==> src/rtl/uart_alu_interface.sv <==
`default_nettype none
// ============================================================================
// uart_alu_interface : collects A, B, opcode bytes from the UART receiver,
// drives the ALU and sends its result back through the UART transmitter.
// Rev 1.0
// ============================================================================
module uart_alu_interface #(
  parameter int NB_DATA  = 8,
  parameter int NB_CODE  = 6,
  parameter int NB_STATE = 3
) (
  input  logic               i_clk,
  input  logic               i_reset,
  input  logic [NB_DATA-1:0] i_rx_data,
  input  logic               i_rx_done,
  input  logic [NB_DATA-1:0] i_alu_result,
  input  logic               i_tx_done,
  output logic [NB_DATA-1:0] o_data_a,
  output logic [NB_DATA-1:0] o_data_b,
  output logic [NB_CODE-1:0] o_op,
  output logic [NB_DATA-1:0] o_tx_data,
  output logic               o_tx_start,
  output logic               o_busy,
  output logic               o_overrun
);

  typedef enum logic [NB_STATE-1:0] {
    WAIT_A  = NB_STATE'(0),
    WAIT_B  = NB_STATE'(1),
    WAIT_OP = NB_STATE'(2),
    LOAD    = NB_STATE'(3),
    SEND    = NB_STATE'(4),
    WAIT_TX = NB_STATE'(5)
  } state_t;

  state_t             state_q,    state_d;
  logic [NB_DATA-1:0] data_a_q,   data_a_d;
  logic [NB_DATA-1:0] data_b_q,   data_b_d;
  logic [NB_CODE-1:0] op_q,       op_d;
  logic [NB_DATA-1:0] tx_data_q,  tx_data_d;
  logic               tx_start_q, tx_start_d;
  logic               overrun_q,  overrun_d;

  // Opcode byte bits above NB_CODE are deliberately discarded.
  logic unused_rx_bits;
  assign unused_rx_bits = ^i_rx_data[NB_DATA-1:NB_CODE];

  always_comb begin
    state_d    = state_q;
    data_a_d   = data_a_q;
    data_b_d   = data_b_q;
    op_d       = op_q;
    tx_data_d  = tx_data_q;
    tx_start_d = 1'b0;
    overrun_d  = 1'b0;
    case (state_q)
      WAIT_A: if (i_rx_done) begin
        data_a_d = i_rx_data;
        state_d  = WAIT_B;
      end
      WAIT_B: if (i_rx_done) begin
        data_b_d = i_rx_data;
        state_d  = WAIT_OP;
      end
      WAIT_OP: if (i_rx_done) begin
        op_d    = i_rx_data[NB_CODE-1:0];
        state_d = LOAD;
      end
      LOAD: begin
        // Result and start pulse are registered on entry so they are visible during SEND.
        tx_data_d  = i_alu_result;
        tx_start_d = 1'b1;
        overrun_d  = i_rx_done;
        state_d    = SEND;
      end
      SEND: begin
        overrun_d = i_rx_done;
        state_d   = WAIT_TX;
      end
      WAIT_TX: begin
        overrun_d = i_rx_done;
        if (i_tx_done) state_d = WAIT_A;
      end
      default: state_d = WAIT_A;
    endcase
  end

  always_ff @(posedge i_clk or negedge i_reset) begin
    if (!i_reset) begin
      state_q    <= WAIT_A;
      data_a_q   <= '0;
      data_b_q   <= '0;
      op_q       <= '0;
      tx_data_q  <= '0;
      tx_start_q <= 1'b0;
      overrun_q  <= 1'b0;
    end else begin
      state_q    <= state_d;
      data_a_q   <= data_a_d;
      data_b_q   <= data_b_d;
      op_q       <= op_d;
      tx_data_q  <= tx_data_d;
      tx_start_q <= tx_start_d;
      overrun_q  <= overrun_d;
    end
  end

  assign o_data_a   = data_a_q;
  assign o_data_b   = data_b_q;
  assign o_op       = op_q;
  assign o_tx_data  = tx_data_q;
  assign o_tx_start = tx_start_q;
  assign o_overrun  = overrun_q;
  assign o_busy     = (state_q == LOAD) || (state_q == SEND) || (state_q == WAIT_TX);

endmodule
`default_nettype wire

==> config.mk <==
export PLATFORM = sky130hd
export DESIGN_NAME = uart_alu_interface
export DESIGN_NICKNAME = d
export VERILOG_FILES = /design/src/rtl/uart_alu_interface.sv
export SDC_FILE = /design/constraint.sdc
export NUM_CORES = 1
export LEC_CHECK = 0
export CELL_PAD_IN_SITES_DETAIL_PLACEMENT = 0
export CELL_PAD_IN_SITES_GLOBAL_PLACEMENT = 2
export CORE_UTILIZATION = 30
export DETAILED_ROUTE_END_ITERATION = 8
export PLACE_DENSITY_LB_ADDON = 0.1
export RECOVER_POWER = 25
export SETUP_SLACK_MARGIN = 0.15
export SLEW_MARGIN = 20
export SYNTH_ARGS = -nofsm -noshare
export SYNTH_HDL_FRONTEND = slang
export SYNTH_SLANG_ARGS = --single-unit
==> constraint.sdc <==
create_clock -name i_clk -period 3.6 [get_ports i_clk]
set_input_delay 0.72 -clock i_clk [delete_from_list [all_inputs] [get_ports i_clk]]
set_output_delay 0.72 -clock i_clk [all_outputs]
set_load 0.01 [all_outputs]
==> results summary <==
The share of synthesized area spent on multiplexers is 0.248. The switching component of the power came out at 554 uW. The worst setup path is launched from a flip-flop. The count of warnings emitted by yosys came out at 0.

The routed via count divided by cell count came out at 4.65. By area the synthesized netlist is led by sky130_fd_sc_hd__dfrtp_1 64%, sky130_fd_sc_hd__mux2_2 25%, sky130_fd_sc_hd__nor3b_4 1.4%, sky130_fd_sc_hd__nor3_4 1.2%, sky130_fd_sc_hd__nand3b_1 1.1%. Setup violations remaining at the end of the flow were counted as 0.

On the critical path, the stage with the largest delay is an instance of sky130_fd_sc_hd__clkdlybuf4s50_1. For this block, the initial DRC count from the detailed router was 44. Broken down by cell family, the worst path's largest delay share belongs to simple AND/OR/NAND/NOR gates. The top cell type by total area after synthesis is sky130_fd_sc_hd__dfrtp_1. Power spread over the standard cell area amounts to just over 900 mW/mm^2.

The post-detailed-route wirelength per cell is 14.0 um. STA classifies the critical path endpoint as a primary output. The number of levels in the clock H-tree came out at 2. The pin count of the biggest net entering global routing came out at 36.

The DRC violations left came out at 0. The final layout net count is 162. The relative area change from synthesis to final layout is 49.2%. For this run, the register share of the synthesized area comes to 0.644. The shortest clock period the worst path allows after layout is between 2 and 3 ns. The origin of the worst min-delay path is state_q[2]$_DFFE_PN0P_.

The first-pass GRT wire length came out at about 4900 um. The number of endpoints with negative hold slack in the final report is 0. Buffers added to address setup during post-CTS repair amount to 0. The die area came out at 0.00481 sq mm. The switching part of the total came out at 0.297. STA puts the critical path data arrival time at roughly 2.0 ns. The share of total power dissipated in sequential elements is 0.382. The checks that failed: capacitance limit, slew limit. In this run the top signal layer used is met4. The die span in x is 69.3 um.

The worst-case clock skew is 0.00254 ns. The combined area of all synthesized cells came out at approximately 0.0014 sq mm. The largest single stage delay on the critical path is 0.56 ns. The routed metal-1 wire length came out at approximately 1200 um. The number of sinks on the clock net is 35.

The number of distinct standard cells referenced by the synthesized netlist is 18. The top achievable clock speed came out at 369 MHz. The average cell area after synthesis is 16.0 sq um. The slack of the worst reg-to-reg path came out at 2.00 ns. The worst endpoint required time came out at 2.88 ns. The top cell types in the final layout, fill and taps aside, are 51 x sky130_fd_sc_hd__clkdlybuf4s50_1, 35 x sky130_fd_sc_hd__dfrtp_1, 30 x sky130_fd_sc_hd__mux2_2. The number of ports placed on the die boundary is 53. The flow ran to the end, but the final reports show violations. The tree is rooted in a sky130_fd_sc_hd__clkbuf_8. The routability congestion estimate came out at around 0.65. The launching point of the worst reg2reg path is state_q[2]$_DFFE_PN0P_. The gate count after technology mapping came out at 85. The proportion of layout cells with a drive suffix above 1 came out at 0.287. The maximum ir drop on the vdd rail came out at 344 uV. The critical path class is reg -> out. The area fraction in compound gates after synthesis came out at 0.0110.

The number of global-route vias before repair came out at around 950. The total met2 wirelength after detailed routing is 1290 um. Along the worst path, the maximum fanout reaches 11.

The routed wire length came out at 2740 um. The combinational power share came out at 0.454. The share of the synthesized area in the top cell type came out at 0.644. The area share of fa/ha/maj cells after synthesis is 0. After synthesis the netlist holds a flip-flop and latch count of 35.

The detailed-routing iteration count for the pre-antenna-repair pass came out at 4. The total overflow left after global routing is 0. The count of antenna diodes in the layout is 0. The leakage power is 0.000842 uW.

The count of cells resized by post-cts repair is 0. For this run, the total global-route usage over all layers was measured as 0.135. The number of buffers added on ports came out at 52. The synthesized-area fraction occupied by xor and xnor cells is 0. Across all setup checks in the final design, the least slack found is 0.891 ns. The max-cap check violation count is 1. In this run the vertical extent of the chip is 69.3 um. The worst setup slack after placement came out at about 1.1 ns. The internal power came out at 1310 uW. The pin slew with the least headroom to its limit is 1.84 ns.

The min-delay analysis places its worst path in the category reg -> reg. The net count after synthesis is 105. The detailed placer's ending HPWL came out at 1930 um. The initial antenna violation count came to 0.

The clock tree from TritonCTS is yes. Together, buffers and inverters on the worst path number 1. The accumulated negative setup slack is 0 ns. The routed design uses 178 um of met3 wire.

The core area came out at around 0.0044 sq mm. The initial standard-cell utilization of the core is 0.312. The clock passes through at most 2 buffers.

The post-cts hold buffer count is 0. The share of total power dissipated in the clock network is 0.165. The number of buffers created by CTS is 5.

The number of pins with negative max-slew slack in the final report came out at 36. Across all layers, the routed design uses 907 vias. The combinational family with the most area after synthesis is multiplexers. The share of the clock period used by the worst path is 0.752. Setup repair after global routing left no endpoint under its margin. Traced cell by cell, the critical path runs through nand3b_1 -> nand2_1 -> clkdlybuf4s50_1.

Leaving out fill and tap cells, the most frequent cell in the layout is sky130_fd_sc_hd__clkdlybuf4s50_1. The cell row count came out at 24. The later pin in the worst-skew pair is clocked with a latency of 0.28 ns. After clock tree synthesis, the clock-pin slew on the worst setup and hold paths is 0.07 ns.

The launch point of the worst path is state_q[1]$_DFFE_PN0P_. The number of nets with antenna violations after detailed routing is 0. Of the total synthesized cell area, the portion taken by AND, OR, NAND and NOR gates is 0.0865. The relative max-transition margin is -0.228.
-- per-layer routing --
metal / vias to the layer above / track usage
met5: - / 0
met3: 5 / 0.0451
met4: 0 / 0.0884
met1: 453 / 0.169
li1: 413 / -
met2: 36 / 0.197
-- power by group through the flow --
stage	registers, uW	clock network, uW	logic, uW
6_report	713	308	847
5_1_grt	747	342	909
4_1_cts	715	321	864
3_5_place_dp	720	0	861
3_3_place_gp	713	0	853
2_1_floorplan	782	0	334
-- final timing paths --
kind	to	cells past startpoint
max reg2reg	o_data_b[6]$_DFFE_PN0P_	3
min	state_q[1]$_DFFE_PN0P_	1
min in group asynchronous	o_data_a[0]$_DFFE_PN0P_	1
max	o_busy	3
min reg2reg	state_q[1]$_DFFE_PN0P_	1
max in group asynchronous	o_tx_data[6]$_DFFE_PN0P_	1
-- layout make-up --
class	instances	area, sq um
inverters	1	3.75
multi-input cells	47	470
well taps	52	65.1
flip-flops and latches	35	876
clock buffers	8	100
fillers	380	2320
repair buffers	52	514
-- cells by family after synthesis --
logic type,Yosys count
AOI/OAI and AO/OA,3
DFF,35
buffers and inverters,3
muxes,30
and+or+nand+nor,14
-- state kept, by name, indices dropped and copies added, names as in the netlist --
name	count
o_op	6
state_q	3
o_tx_start	1
o_tx_data	8
o_overrun	1
o_data_b	8
o_data_a	8
-- Yosys cell counts --
cell type and n:
sky130_fd_sc_hd__nor4b_1 1, sky130_fd_sc_hd__nand3b_1 2, sky130_fd_sc_hd__nor2_2 1, sky130_fd_sc_hd__buf_2 1, sky130_fd_sc_hd__or3_1 1, sky130_fd_sc_hd__nor3b_4 1
sky130_fd_sc_hd__and2_1 2, sky130_fd_sc_hd__clkbuf_2 1, sky130_fd_sc_hd__a21oi_1 2, sky130_fd_sc_hd__nand2b_1 2, sky130_fd_sc_hd__nor2_1 1, sky130_fd_sc_hd__inv_1 1
sky130_fd_sc_hd__mux2_2 30, sky130_fd_sc_hd__nand2_1 1, sky130_fd_sc_hd__dfrtp_1 35, sky130_fd_sc_hd__nand2b_4 1, sky130_fd_sc_hd__o21ai_0 1, sky130_fd_sc_hd__nor3_4 1
-- stage by stage --
| stage | area, sq um | std cells | power, uW | utilization | hold WS (ns) |
|---|---|---|---|---|---|
| after floorplan | 1360 | 85 | 1120 | - | 0.424 |
| after global placement | 1930 | 187 | 1570 | 0.443 | 0.489 |
| after detailed placement | 1930 | 187 | 1580 | 0.443 | 0.490 |
| after CTS | 2030 | 195 | 1900 | 0.466 | 0.504 |
| after global routing | 2030 | 195 | 2000 | 0.466 | 0.526 |
| final | 2030 | 195 | 1870 | 0.466 | 0.500 |
(Power assumes the default switching activity.)
